File: src/rtl/hs_ram_arbiter.sv
`default_nettype none
// +----------------------------------------------------------------------------+
// | Module : hs_ram_arbiter                                                    |
// | Brief  : Pauses the CPU and shares the work-RAM port round-robin between   |
// |          byte-wide requesters.                                             |
// | Rev    : 1.0  initial release                                              |
// +----------------------------------------------------------------------------+
module hs_ram_arbiter #(
  parameter int NREQ   = 2,
  parameter int AW     = 16,
  parameter int SETTLE = 4,
  parameter int RD_LAT = 1,
  parameter int HOLD   = 16
) (
  input  logic             clk,
  input  logic             reset,
  input  logic [NREQ-1:0]  req,
  input  logic [NREQ-1:0]  req_we,
  input  logic [NREQ*AW-1:0] req_addr,
  input  logic [NREQ*8-1:0]  req_wdata,
  output logic [NREQ-1:0]  ack,
  output logic [7:0]       rdata,
  output logic             pause_req,
  input  logic             cpu_paused,
  output logic             ram_access,
  output logic [AW-1:0]    ram_addr,
  output logic             ram_we,
  output logic [7:0]       ram_wdata,
  input  logic [7:0]       ram_rdata,
  output logic             busy
);

  localparam int c_iw     = (NREQ > 1) ? $clog2(NREQ) : 1;
  localparam int c_cmax_a = (SETTLE > HOLD) ? SETTLE : HOLD;
  localparam int c_cmax   = (c_cmax_a > RD_LAT + 1) ? c_cmax_a : RD_LAT + 1;
  localparam int c_cw     = $clog2(c_cmax + 1);

  localparam logic [c_cw-1:0] c_settle_ld = c_cw'(SETTLE - 1);
  localparam logic [c_cw-1:0] c_hold_ld   = c_cw'(HOLD - 1);
  localparam logic [c_cw-1:0] c_rdlat_ld  = c_cw'(RD_LAT);
  localparam logic [c_iw:0]   c_nreq      = (c_iw + 1)'(NREQ);

  typedef enum logic [2:0] {
    S_IDLE       = 3'd0,
    S_PAUSE_WAIT = 3'd1,
    S_SETTLE     = 3'd2,
    S_ARB        = 3'd3,
    S_ACCESS     = 3'd4,
    S_HOLD       = 3'd5
  } state_t;

  state_t            r_state, w_state_n;
  logic [c_cw-1:0]   r_cnt, w_cnt_n;
  logic [c_iw-1:0]   r_rr, w_rr_n;
  logic [c_iw-1:0]   r_g;
  logic [AW-1:0]     r_addr;
  logic              r_we;
  logic [7:0]        r_wdata;
  logic [NREQ-1:0]   r_ack;
  logic [7:0]        r_rdata;
  logic              r_pause;

  logic [NREQ-1:0]   w_elig;
  logic [2*NREQ-1:0] w_dbl;
  logic [NREQ-1:0]   w_rot;
  logic              w_found;
  logic [c_iw-1:0]   w_off;
  logic [c_iw:0]     w_sum;
  logic [c_iw-1:0]   w_gidx;
  logic [c_iw:0]     w_gp1;
  logic              w_grant;
  logic              w_done;

  // The just-acked requester is masked for one cycle so it can keep req high to re-arm.
  assign w_elig = req & ~r_ack;
  assign w_dbl  = {w_elig, w_elig} >> r_rr;
  assign w_rot  = w_dbl[NREQ-1:0];

  always_comb begin
    w_found = 1'b0;
    w_off   = '0;
    for (int k = NREQ - 1; k >= 0; k--) begin
      if (w_rot[k]) begin
        w_found = 1'b1;
        w_off   = c_iw'(k);
      end
    end
  end

  assign w_sum  = {1'b0, r_rr} + {1'b0, w_off};
  assign w_gidx = (w_sum >= c_nreq) ? c_iw'(w_sum - c_nreq) : w_sum[c_iw-1:0];
  assign w_gp1  = {1'b0, w_gidx} + {{c_iw{1'b0}}, 1'b1};

  always_comb begin
    w_state_n = r_state;
    w_cnt_n   = r_cnt;
    w_rr_n    = r_rr;
    w_grant   = 1'b0;
    w_done    = 1'b0;
    case (r_state)
      S_IDLE: begin
        if (|req) w_state_n = S_PAUSE_WAIT;
      end
      S_PAUSE_WAIT: begin
        if (cpu_paused) begin
          w_state_n = S_SETTLE;
          w_cnt_n   = c_settle_ld;
        end else if (!(|req)) begin
          w_state_n = S_IDLE;
        end
      end
      S_SETTLE: begin
        if (!cpu_paused)        w_state_n = S_PAUSE_WAIT;
        else if (r_cnt == '0)   w_state_n = S_ARB;
        else                    w_cnt_n   = r_cnt - 1'b1;
      end
      S_ARB: begin
        if (w_found) begin
          w_grant   = 1'b1;
          w_rr_n    = (w_gp1 == c_nreq) ? '0 : w_gp1[c_iw-1:0];
          w_state_n = S_ACCESS;
          w_cnt_n   = c_rdlat_ld;
        end else begin
          w_state_n = S_HOLD;
          w_cnt_n   = c_hold_ld;
        end
      end
      S_ACCESS: begin
        if (r_cnt == '0) begin
          w_done = 1'b1;
          if (cpu_paused) begin
            w_state_n = S_HOLD;
            w_cnt_n   = c_hold_ld;
          end else begin
            w_state_n = S_PAUSE_WAIT;
          end
        end else begin
          w_cnt_n = r_cnt - 1'b1;
        end
      end
      S_HOLD: begin
        if (|w_elig)            w_state_n = S_ARB;
        else if (!cpu_paused)   w_state_n = S_PAUSE_WAIT;
        else if (r_cnt == '0)   w_state_n = S_IDLE;
        else                    w_cnt_n   = r_cnt - 1'b1;
      end
      default: w_state_n = S_IDLE;
    endcase
  end

  always_ff @(posedge clk or posedge reset) begin
    if (reset) begin
      r_state <= S_IDLE;
      r_cnt   <= '0;
      r_rr    <= '0;
      r_g     <= '0;
      r_addr  <= '0;
      r_we    <= 1'b0;
      r_wdata <= '0;
      r_ack   <= '0;
      r_rdata <= '0;
      r_pause <= 1'b0;
    end else begin
      r_state <= w_state_n;
      r_cnt   <= w_cnt_n;
      r_rr    <= w_rr_n;
      r_pause <= (w_state_n != S_IDLE);
      r_ack   <= '0;
      if (w_grant) begin
        r_g     <= w_gidx;
        r_addr  <= req_addr[w_gidx*AW +: AW];
        r_we    <= req_we[w_gidx];
        r_wdata <= req_wdata[w_gidx*8 +: 8];
      end
      if (w_done) begin
        r_ack[r_g] <= 1'b1;
        if (!r_we) r_rdata <= ram_rdata;
      end
    end
  end

  assign ack        = r_ack;
  assign rdata      = r_rdata;
  assign pause_req  = r_pause;
  assign busy       = (r_state != S_IDLE);
  assign ram_access = (r_state == S_ACCESS);
  // The write strobe is confined to the first access cycle.
  assign ram_we     = ram_access & r_we & (r_cnt == c_rdlat_ld);
  assign ram_addr   = ram_access ? r_addr : '0;
  assign ram_wdata  = ram_we ? r_wdata : '0;

endmodule
`default_nettype wire

File: config.mk
export PLATFORM = sky130hd
export DESIGN_NAME = hs_ram_arbiter
export DESIGN_NICKNAME = d
export VERILOG_FILES = /design/src/rtl/hs_ram_arbiter.sv
export SDC_FILE = /design/constraint.sdc
export NUM_CORES = 1
export LEC_CHECK = 0
export ABC_AREA = 1
export CAP_MARGIN = 20
export CELL_PAD_IN_SITES_DETAIL_PLACEMENT = 0
export CELL_PAD_IN_SITES_GLOBAL_PLACEMENT = 1
export CORE_MARGIN = 5
export CORE_UTILIZATION = 33
export CTS_CLUSTER_DIAMETER = 200
export DETAILED_ROUTE_END_ITERATION = 16
export PLACE_DENSITY_LB_ADDON = 0.1
export SLEW_MARGIN = 20
export SYNTH_ARGS = -nofsm -noshare
export SYNTH_HDL_FRONTEND = slang
export SYNTH_SLANG_ARGS = --single-unit
File: constraint.sdc
create_clock -name clk -period 2.73 [get_ports clk]
set_clock_uncertainty 0.15 [all_clocks]
set_input_delay 0.546 -clock clk [delete_from_list [all_inputs] [get_ports clk]]
set_output_delay 0.546 -clock clk [all_outputs]
set_load 0.03 [all_outputs]
==> flow_metrics.env <==
export IMPL_dp_final_hpwl_um=5460
export IMPL_maximum_number_of_pins_on_one_net_before_global_route_repair=28
export IMPL_vias_in_the_first_global_route=2621
export IMPL_path_clk_slew_ns=0.09
export IMPL_crit_path_dat_ns=1.86
export IMPL_num_vias=2524
export IMPL_floorplan_initialDensity_pct=33.9
export IMPL_clock_period_minus_final_worst_setup_slack_ns=2.56
export IMPL_drt_pass1_iter_count=4
export IMPL_dr_first_iter_drc_count=104
export IMPL_final_hold_worst_slack_ns=0.310
export IMPL_grt_pass1_wl_um=12100
export IMPL_cts_root_buf="sky130_fd_sc_hd__clkbuf_8"
export IMPL_cp_num_buf_inv=3
export IMPL_floorplan_die_area_um2=9870
export IMPL_worstPathMaxFanout=6
export IMPL_ctsLongestPathBuffers=2
export IMPL_biggest_area_contributors_in_the_synthesized_netlist="sky130_fd_sc_hd__dfrtp_1, sky130_fd_sc_hd__nand2_1, sky130_fd_sc_hd__inv_1"
export IMPL_port_buffer_count=100
export IMPL_post_synth_most_frequent_cells="sky130_fd_sc_hd__nand2_1, sky130_fd_sc_hd__inv_1, sky130_fd_sc_hd__dfrtp_1, sky130_fd_sc_hd__nor2_1, sky130_fd_sc_hd__nand3_1"
export IMPL_ys_types=26
export IMPL_route_antenna_remaining_nets=0
export IMPL_post_layout_nonfiller_instances=571
export IMPL_cts_repair_timing_setup_buffer_count=0
export IMPL_static_leakage_power_nw=2.04
export IMPL_timing_max_cap_violations=0
export IMPL_hold_path_class="register to register"
export IMPL_post_synth_top_count_cell="sky130_fd_sc_hd__nand2_1"
export IMPL_avgSynthCellArea_um2=7.34
export IMPL_transition_time_at_the_pin_with_the_least_slew_margin_ns=0.640
export IMPL_largest_voltage_drop_on_the_vdd_net_uv=279
export IMPL_flow_area_growth_from_synthesis_pct=47.8
export IMPL_yosys_area_top_type="sky130_fd_sc_hd__dfrtp_1"
export IMPL_vertical_die_dimension_um=99.4
export IMPL_timing_final_setup_violations=0
export IMPL_worst_setup_path_start_kind="register"
export IMPL_ys_ff_latch=46
export IMPL_rsz0062_at_grt="false"
export IMPL_finalHoldViolCount=0
export IMPL_power_per_cell_area_nw_per_um2=863
export IMPL_dp_cells=562
export IMPL_nFillCells=800
export IMPL_avgRoutedWirePerCell_um=12.4
export IMPL_final_nets=534
export IMPL_coreArea_um2=7770
export IMPL_clock_latency_of_the_later_clocked_register_in_the_worst_skew_pair_ns=0.29
export IMPL_netlist_instances=359
export IMPL_worst_ep_required_time_ns=2.03
export IMPL_path_cells="inv_2 -> nand2_2 -> nor2_4 -> buf_4 -> clkdlybuf4s50_1"
export IMPL_yosys_most_used_dff="sky130_fd_sc_hd__dfrtp_1"
export IMPL_slew_viol_final=0
export IMPL_timing_critical_path_slowest_cell_delay_ns=0.67
export IMPL_cts_tree="done"
export IMPL_layout_drive_gt1_share_pct=10.7
export IMPL_die_w_um=99.4
export IMPL_mappedNetlistArea_um2=2640
export IMPL_yosysTopAreaCellShare_pct=43.7
export IMPL_mappedNetlistNets=425
export IMPL_numClockSinks=46
export IMPL_number_of_flops_mapped_to_enable_cells_by_yosys=0
export IMPL_wirelength_um=7090
export IMPL_io_pins=101
export IMPL_max_freq_mhz=391
export IMPL_synth_async_reset_ratio_pct=100
export IMPL_timing_worst_setup_path_type="register to primary output"
export IMPL_critical_path_endpoint_type="primary output"
export IMPL_gp_congestion=0.766
export IMPL_seq_area_frac_synth_pct=43.7
export IMPL_cts_buffers_inserted=5
export IMPL_cts_htree_levels=2
export IMPL_number_of_antenna_repair_diodes=0
export IMPL_vias_per_cell=4.42
export IMPL_grt_antenna_before_repair=0
export IMPL_global_route_usage_total_pct=14.8
export IMPL_critical_path_slowest_cell="sky130_fd_sc_hd__clkdlybuf4s50_1"
export IMPL_cp_delay_by_family_top="buffers and inverters"
export IMPL_rows=32
export IMPL_route_detailed_drc=0
export IMPL_yosys_warnings=0
export IMPL_grt_overflow_total=0
export IMPL_status="finished, final reports clean"
export IMPL_max_slew_margin_pct=57.2
export IMPL_post_route_period_util_pct=93.6
[metal layers]
layer,vias to the layer above,GRT usage (%),routed length (um)
met5,-,0,0
li1,1312,-,-
met2,66,25.6,3530
met3,2,4.63,447
met4,0,2.84,31
met1,1144,18.2,3080
[cell usage in the layout (no fill, tap or decap), types with 3 or more instances in the layout]
master                            count
sky130_fd_sc_hd__ha_1                 3
sky130_fd_sc_hd__dfrtp_1             46
sky130_fd_sc_hd__nand2_2              6
sky130_fd_sc_hd__clkdlybuf4s50_1     75
sky130_fd_sc_hd__o211ai_1            19
sky130_fd_sc_hd__nor2_1              38
sky130_fd_sc_hd__o211ai_2             6
sky130_fd_sc_hd__o21ai_0              4
sky130_fd_sc_hd__inv_2                6
sky130_fd_sc_hd__clkbuf_8             6
sky130_fd_sc_hd__inv_1               70
sky130_fd_sc_hd__dlygate4sd2_1       15
sky130_fd_sc_hd__nand3_1             22
sky130_fd_sc_hd__buf_4               16
sky130_fd_sc_hd__nand2_1            116
[final cells by class]
class                      count  area (um2)  area share [%]
clock buffer                   6        82.6            2.12
clock inverter                 2        60.1            1.54
inverter                      77         289            7.42
multi-input combinational    229        1140            29.4
sequential                    46        1150            29.6
tap                          102         128            3.28
timing repair buffer         109        1040            26.7
[report_power, final]
part	internal, W	total, W	switching (W)
registers	0.000977	0.00116	0.000185
logic	0.000643	0.00158	0.000935
clock network	0.000390	0.000619	0.000228
total	0.00201	0.00336	0.00135
[worst paths after layout]
check | startpoint | endpoint | slack [ns] | depth (start not counted)
worst max-delay path | r_state[1] | ram_access | 0.17 | 5
worst min-delay path | r_g | ack[0] | 0.31 | 1
worst max register to register | r_cnt[0] | rdata[1] | 0.62 | 9
worst min register to register | r_g | ack[0] | 0.31 | 1
max in group asynchronous | reset | r_state[0] | 1.42 | 3
min in group asynchronous | reset | rdata[4] | 0.43 | 2
[repair_timing]
item	in CTS	in global routing
pin swaps	0	0
resized for setup	15	3
endpoints found under the setup margin	15	3
hold buffers	0	0
[worst register-to-register path, delay by kind of cell, from the launching register on]
family                   cells  cell delay, ns
buffers and inverters        2            0.37
adder cells (fa/ha/maj)      1            0.18
flip-flops                   1            0.42
AND/OR/NAND/NOR              6            0.89
[cells by family after synthesis]
family / count (synthesis) / synth area share [%]
adder cells (fa/ha/maj): 3 / 1.42
buffers and inverters: 84 / 12.9
AND/OR/NAND/NOR: 190 / 30.2
flip-flops: 46 / 43.7
AO/OA/AOI/OAI: 35 / 11.5
XOR/XNOR: 1 / 0.332
[registers in the layout (all words and copies together) (netlist names)]
name / count
r_cnt: 5
r_g: 1
r_addr: 16
r_wdata: 8
r_we: 1
r_state: 3
pause_req: 1
ack: 2
rdata: 8
r_rr: 1
[per-stage QoR]
| stage | util [%] | power (W) | instance area (um2) | TNS, ns | setup slack, ns |
|---|---|---|---|---|---|
| after global routing | 50.1 | 0.00368 | 3890 | 0 | 0.0526 |
| final | 50.1 | 0.00336 | 3890 | 0 | 0.173 |
| after floorplan | - | 0.00224 | 2640 | -0.419 | -0.0523 |
| after CTS | 49.9 | 0.00341 | 3880 | 0 | 0.000208 |
| after detailed placement | 48.3 | 0.00279 | 3750 | 0 | 0.112 |
| after global placement | 48.3 | 0.00276 | 3750 | 0 | 0.191 |
Power figures use the tool's default switching activity.
